## config.mk

```make
export PLATFORM = sky130hd
export DESIGN_NAME = mem_port_arbiter
export DESIGN_NICKNAME = d
export VERILOG_FILES = /design/src/rtl/mem_port_arbiter.sv
export SDC_FILE = /design/constraint.sdc
export NUM_CORES = 1
export LEC_CHECK = 0
export CORE_MARGIN = 2
export CORE_UTILIZATION = 25
export DETAILED_ROUTE_END_ITERATION = 10
export PLACE_DENSITY_LB_ADDON = 0.2
export REMOVE_ABC_BUFFERS = 1
export SETUP_SLACK_MARGIN = 0.5
export SLEW_MARGIN = 20
export SYNTH_ARGS = -nofsm -noshare
export SYNTH_HDL_FRONTEND = slang
export SYNTH_SLANG_ARGS = --single-unit
```

## constraint.sdc

```tcl
create_clock -name clk -period 1.5 [get_ports clk]
set_input_delay 0.225 -clock clk [delete_from_list [all_inputs] [get_ports clk]]
set_output_delay 0.225 -clock clk [all_outputs]
set_load 0.03 [all_outputs]
```

## src/rtl/mem_port_arbiter.sv

```systemverilog
// mem_port_arbiter
//   Shares one single-ported synchronous SRAM (DEPTH x 32) between the fetch
//   port (IF, read-only) and the load/store port (LS, read/write with byte
//   enables). One request is serviced at a time: IDLE -> ACCESS -> [WAIT] -> RESP.
//   Out-of-range requests skip the SRAM and answer with err=1 the next cycle.
//   LS has priority, but after MAX_LS_BURST consecutive LS grants with IF
//   waiting, IF is granted once.
//
// Ports
//   clk, rst                 clock, asynchronous active-low reset
//   if_req_valid/ready/addr  fetch request handshake and byte address
//   if_rsp_valid/rdata/err   fetch response (one-cycle pulse, no backpressure)
//   ls_req_valid/ready/addr  load/store request handshake and byte address
//   ls_req_we/be/wdata       store flag, byte enables, store data
//   ls_rsp_valid/rdata/err   load/store response (also store ack)
//   mem_en/we/be/addr/wdata  SRAM command
//   mem_rdata                SRAM read data, valid MEM_LAT cycles after mem_en
module mem_port_arbiter #(
  parameter int unsigned DEPTH        = 1024,
  parameter int unsigned MEM_LAT      = 1,
  parameter int unsigned MAX_LS_BURST = 4
) (
  input  logic                     clk,
  input  logic                     rst,
  input  logic                     if_req_valid,
  output logic                     if_req_ready,
  input  logic [31:0]              if_req_addr,
  output logic                     if_rsp_valid,
  output logic [31:0]              if_rsp_rdata,
  output logic                     if_rsp_err,
  input  logic                     ls_req_valid,
  output logic                     ls_req_ready,
  input  logic [31:0]              ls_req_addr,
  input  logic                     ls_req_we,
  input  logic [3:0]               ls_req_be,
  input  logic [31:0]              ls_req_wdata,
  output logic                     ls_rsp_valid,
  output logic [31:0]              ls_rsp_rdata,
  output logic                     ls_rsp_err,
  output logic                     mem_en,
  output logic                     mem_we,
  output logic [3:0]               mem_be,
  output logic [$clog2(DEPTH)-1:0] mem_addr,
  output logic [31:0]              mem_wdata,
  input  logic [31:0]              mem_rdata
);

  localparam int unsigned AW       = $clog2(DEPTH);
  localparam int unsigned BW       = $clog2(MAX_LS_BURST + 1);
  localparam int unsigned WW       = (MEM_LAT > 2) ? $clog2(MEM_LAT - 1) : 1;
  localparam int unsigned WaitLast = (MEM_LAT >= 2) ? MEM_LAT - 2 : 0;

  typedef enum logic [1:0] {StIdle, StAccess, StWait, StResp} state_e;

  state_e          state_q, state_d;
  logic [BW-1:0]   burst_q, burst_d;
  logic [WW-1:0]   wait_q, wait_d;
  logic [AW-1:0]   addr_q, addr_d;
  logic            we_q, we_d;
  logic [3:0]      be_q, be_d;
  logic [31:0]     wdata_q, wdata_d;
  logic            owner_ls_q, owner_ls_d;
  logic            err_q, err_d;

  logic            grant_ls, grant_if;
  logic            hs_if, hs_ls;
  logic [31:0]     req_addr;
  logic            in_range;
  logic            resp_fire;
  logic [31:0]     rsp_data;
  logic [1:0]      unused_addr_lsbs;

  // LS wins ties unless it has already used up its burst allowance.
  always_comb begin
    grant_ls = ls_req_valid && !(if_req_valid && (burst_q == BW'(MAX_LS_BURST)));
    grant_if = if_req_valid && !grant_ls;
  end

  // Readies are forced low while reset is asserted so no output leaks out.
  assign if_req_ready = rst && (state_q == StIdle) && grant_if;
  assign ls_req_ready = rst && (state_q == StIdle) && grant_ls;

  assign hs_if = if_req_valid && if_req_ready;
  assign hs_ls = ls_req_valid && ls_req_ready;

  assign req_addr         = hs_ls ? ls_req_addr : if_req_addr;
  assign in_range         = ~|req_addr[31:AW+2];
  assign unused_addr_lsbs = req_addr[1:0];

  always_comb begin
    state_d    = state_q;
    burst_d    = burst_q;
    wait_d     = wait_q;
    addr_d     = addr_q;
    we_d       = we_q;
    be_d       = be_q;
    wdata_d    = wdata_q;
    owner_ls_d = owner_ls_q;
    err_d      = err_q;

    unique case (state_q)
      StIdle: begin
        if (hs_if || hs_ls) begin
          owner_ls_d = hs_ls;
          addr_d     = req_addr[AW+1:2];
          we_d       = hs_ls && ls_req_we;
          be_d       = hs_ls ? ls_req_be : 4'b0000;
          wdata_d    = hs_ls ? ls_req_wdata : 32'h0;
          err_d      = !in_range;
          state_d    = in_range ? StAccess : StResp;
        end
        if (hs_if) begin
          burst_d = '0;
        end else if (hs_ls) begin
          if (!if_req_valid) begin
            burst_d = '0;
          end else if (burst_q != BW'(MAX_LS_BURST)) begin
            burst_d = burst_q + BW'(1);
          end
        end
      end
      StAccess: begin
        wait_d  = '0;
        state_d = (MEM_LAT == 1) ? StResp : StWait;
      end
      StWait: begin
        if (wait_q == WW'(WaitLast)) begin
          state_d = StResp;
        end else begin
          wait_d = wait_q + WW'(1);
        end
      end
      StResp: begin
        state_d = StIdle;
      end
      default: begin
        state_d = StIdle;
      end
    endcase
  end

  always_ff @(posedge clk or negedge rst) begin
    if (!rst) begin
      state_q    <= StIdle;
      burst_q    <= '0;
      wait_q     <= '0;
      addr_q     <= '0;
      we_q       <= 1'b0;
      be_q       <= 4'b0000;
      wdata_q    <= 32'h0;
      owner_ls_q <= 1'b0;
      err_q      <= 1'b0;
    end else begin
      state_q    <= state_d;
      burst_q    <= burst_d;
      wait_q     <= wait_d;
      addr_q     <= addr_d;
      we_q       <= we_d;
      be_q       <= be_d;
      wdata_q    <= wdata_d;
      owner_ls_q <= owner_ls_d;
      err_q      <= err_d;
    end
  end

  // SRAM command is driven only during ACCESS.
  always_comb begin
    mem_en    = 1'b0;
    mem_we    = 1'b0;
    mem_be    = 4'b0000;
    mem_addr  = '0;
    mem_wdata = 32'h0;
    if (state_q == StAccess) begin
      mem_en    = 1'b1;
      mem_addr  = addr_q;
      mem_we    = we_q;
      mem_be    = we_q ? be_q : 4'b0000;
      mem_wdata = we_q ? wdata_q : 32'h0;
    end
  end

  // Load data passes straight through from the SRAM during RESP.
  assign resp_fire = (state_q == StResp);
  assign rsp_data  = (!we_q && !err_q) ? mem_rdata : 32'h0;

  always_comb begin
    if_rsp_valid = 1'b0;
    if_rsp_rdata = 32'h0;
    if_rsp_err   = 1'b0;
    ls_rsp_valid = 1'b0;
    ls_rsp_rdata = 32'h0;
    ls_rsp_err   = 1'b0;
    if (resp_fire) begin
      if (owner_ls_q) begin
        ls_rsp_valid = 1'b1;
        ls_rsp_rdata = rsp_data;
        ls_rsp_err   = err_q;
      end else begin
        if_rsp_valid = 1'b1;
        if_rsp_rdata = rsp_data;
        if_rsp_err   = err_q;
      end
    end
  end

endmodule

```

==> metrics.cfg <==
[route]
drt_iter0_drc=151
via_count=4086
wirelength_um=15300
wire_per_inst_um=17.4
via_per_inst=4.66
dr.pass1.iters=6
drc=0
antenna_left=0

[synth]
yosys_warnings=0
synth_top_area_share_pct=41.6
seq_area_frac_synth_pct=41.6
synth_common_cells=nand2_1 (81), and2_1 (77), dfrtp_1 (54), nand3_1 (40), and3_1 (38)
synth-main-ff-cell=dfrtp_1
syn_inst=395
synth_area_leader_cell=dfrtp_1
async_reset_ff_share_pct=100
synth_cell_types=34
synth-seq-cells=54
netlist_area_um2=3250
synthTopCellsByArea=dfrtp_1 (42%), and2_1 (15%), nand2_1 (9.3%)
yosysMostFrequentCell=nand2_1
avgSynthCellArea_um2=8.23
synth-edff-count=0

[power]
ir_drop_mv=0.934
power_density_nw_per_um2=1510
p_leak_uw=0.00373

[global_route]
groute.usage.overall_pct=21.4
grt_pass1_vias=4423
grt_pass1_wl_um=23900
grt_max_degree=40
antenna_found_initial=2
gr-total-overflow=0

[sta]
period_needed_ns=2.01
fin_worst_skew_ns=0.00691
slew_headroom_pct=73.6
worst_slack_ns=-0.512
rsz0062_at_grt=true
maxSlewViolCount=0
finalHoldViolations=0
tightestPinTransition_ns=0.397
setup_viol=171
max_freq_mhz=497
layout_worst_path_cycle_share_pct=134

[finish]
final_area_um2=7630
fin_nets=846
seq_area_um2=1350
multiInputGateArea_um2=2100
n_fill_cell=1045
layout-drive-gt1-share_pct=42.8
syn2layout_area_growth_pct=135

[placement]
port_buffers=250
dp_worst_setup_slack_ns=-0.897
hpwlAfterDp_um=9540
dpl_cell_area_um2=5800
gp_congestion=0.894

[die]
die_width_um=118
start_util_pct=25.7
core_um2=12700
ioPinCount=255
fp-row-count=41
fp.dieH_um=118
die_area_um2=13900

[clock_network]
cts_tree=built
htreeDepth=2
cts.sinks=54
numCtsBuffers=5
clk_path_buf_depth=2
clk_pin_slew_ns=0.07
clock_latency_ns=0.29
root_buffer=clkbuf_16

[worst_setup_path]
rrSetupSlack_ns=-0.38
crit_fanout=16
start_kind=flip-flop
criticalPathCategory=flip-flop to output pin
cp_common_cell=buf_6
path_cells=ha_2 > nor2b_4 > nor3b_4 > buf_6 > buf_16 > and2_1 > buf_6
cpMaxStageDelayCell=dfrtp_1
slowest_delay_ns=0.36
worst_setup_path_end_kind=output pin
required_ns=1.27
arrival_ns=1.79
ff2ff_path_depth=11

[run]
drv_cap=0

[outcome]
status=complete, but fails checks
violations=negative setup slack

[hold_path]
min_path_type=input port to async pin

## cell families after synthesis
family                   Yosys count  synth area share, %
multiplexers                       1                0.308
AND/OR/NAND/NOR                  258                 42.6
AO/OA/AOI/OAI                     30                 5.69
flip-flops                        54                 41.6
adder cells (fa/ha/maj)            7                 2.69
buffers and inverters             45                 7.19
## critical path, delay by kind of cell, from the launching register on
family        cells  cell delay, ns
simple gates      3            0.53
flops             1            0.36
buf+inv           3            0.41
fa+ha+maj         1            0.20
## layer usage
layer | up-vias | GRT usage [%] | wire length, µm
met1 | 1974 | 24.0 | 5770
met3 | 14 | 3.29 | 720
li1 | 1942 | - | -
met5 | - | 0 | 0
met4 | 0 | 6.17 | 295
met2 | 156 | 41.5 | 8460
## path summary, 6_finish.rpt
kind,startpoint,end
max reg2reg,state_q[1]$_DFFE_PN0P_,wdata_q[2]$_DFFE_PN0P_
max in group asynchronous,rst,err_q$_DFFE_PN0P_
min reg2reg,wdata_q[28]$_DFFE_PN0P_,wdata_q[28]$_DFFE_PN0P_
min in group clk,ls_req_wdata[11],wdata_q[11]$_DFFE_PN0P_
min,rst,be_q[2]$_DFFE_PN0P_
max,state_q[1]$_DFFE_PN0P_,if_rsp_rdata[2]
## placed cells by master, fill, tap and decap left out, types with 2 or more instances in the layout
master,Yosys,layout
a21oi_2,1,6
clkdlybuf4s50_1,0,131
o211a_4,0,2
nand2_1,81,80
nor2_1,2,2
nor3b_4,0,3
dfrtp_1,54,52
and2_4,0,38
ha_1,7,4
buf_8,0,7
o22ai_4,0,3
buf_16,0,13
inv_1,14,12
o22ai_2,0,7
buf_6,6,102
and3_4,0,3
and2_1,77,39
diode_2,0,2
buf_4,1,58
nand3_1,40,22
nor4_1,10,10
nand3_2,1,18
a21oi_1,12,7
bufbuf_16,0,2
clkbuf_16,0,5
buf_12,0,14
ha_4,0,2
and3_1,38,35
inv_6,0,2
dfrtp_2,0,2
## through the flow
step | cells | power (µW) | utilization [%] | setup TNS (ns) | hold WS (ns)
2_1_floorplan | 365 | 5230 | - | -119.91 | -0.0706
3_3_place_gp | 816 | 7430 | 45.7 | -42.83 | 0.366
3_5_place_dp | 816 | 7520 | 45.7 | -49.07 | 0.371
4_1_cts | 864 | 11000 | 57.7 | -58.54 | 0.158
5_1_grt | 877 | 12200 | 60.2 | -78.64 | 0.193
6_report | 877 | 11500 | 60.2 | -64.70 | 0.160
## layout make-up
class                   count  share of cell area, %
clock buffers               6                   1.82
diodes                      2                 0.0656
well taps                 172                   2.82
multi-input cells         298                   27.5
flip-flops and latches     54                   17.7
clock inverters             2                  0.508
repair buffers            328                   48.6
inverters                  15                  0.902
## sequential cells by signal, indices dropped and copies added (netlist names)
signal and count:
state_q 2, burst_q 3, we_q 1, addr_q 10, wdata_q 32, be_q 4, err_q 1, owner_ls_q 1
## timing repair
action,CTS,global route
cloned,18,0
pin swaps,16,7
hold endpoints to repair,0,0
hold buffers,0,0
gates resized for setup,189,58
setup buffers,22,11
endpoints found under the setup margin,172,172
## report_power, final
group          internal [µW]  switching (µW)
combinational           3950            3520
clock                    841             554
sequential              2170             477
total                   6960            4560
No activity file was read; power rests on OpenSTA's default activity.
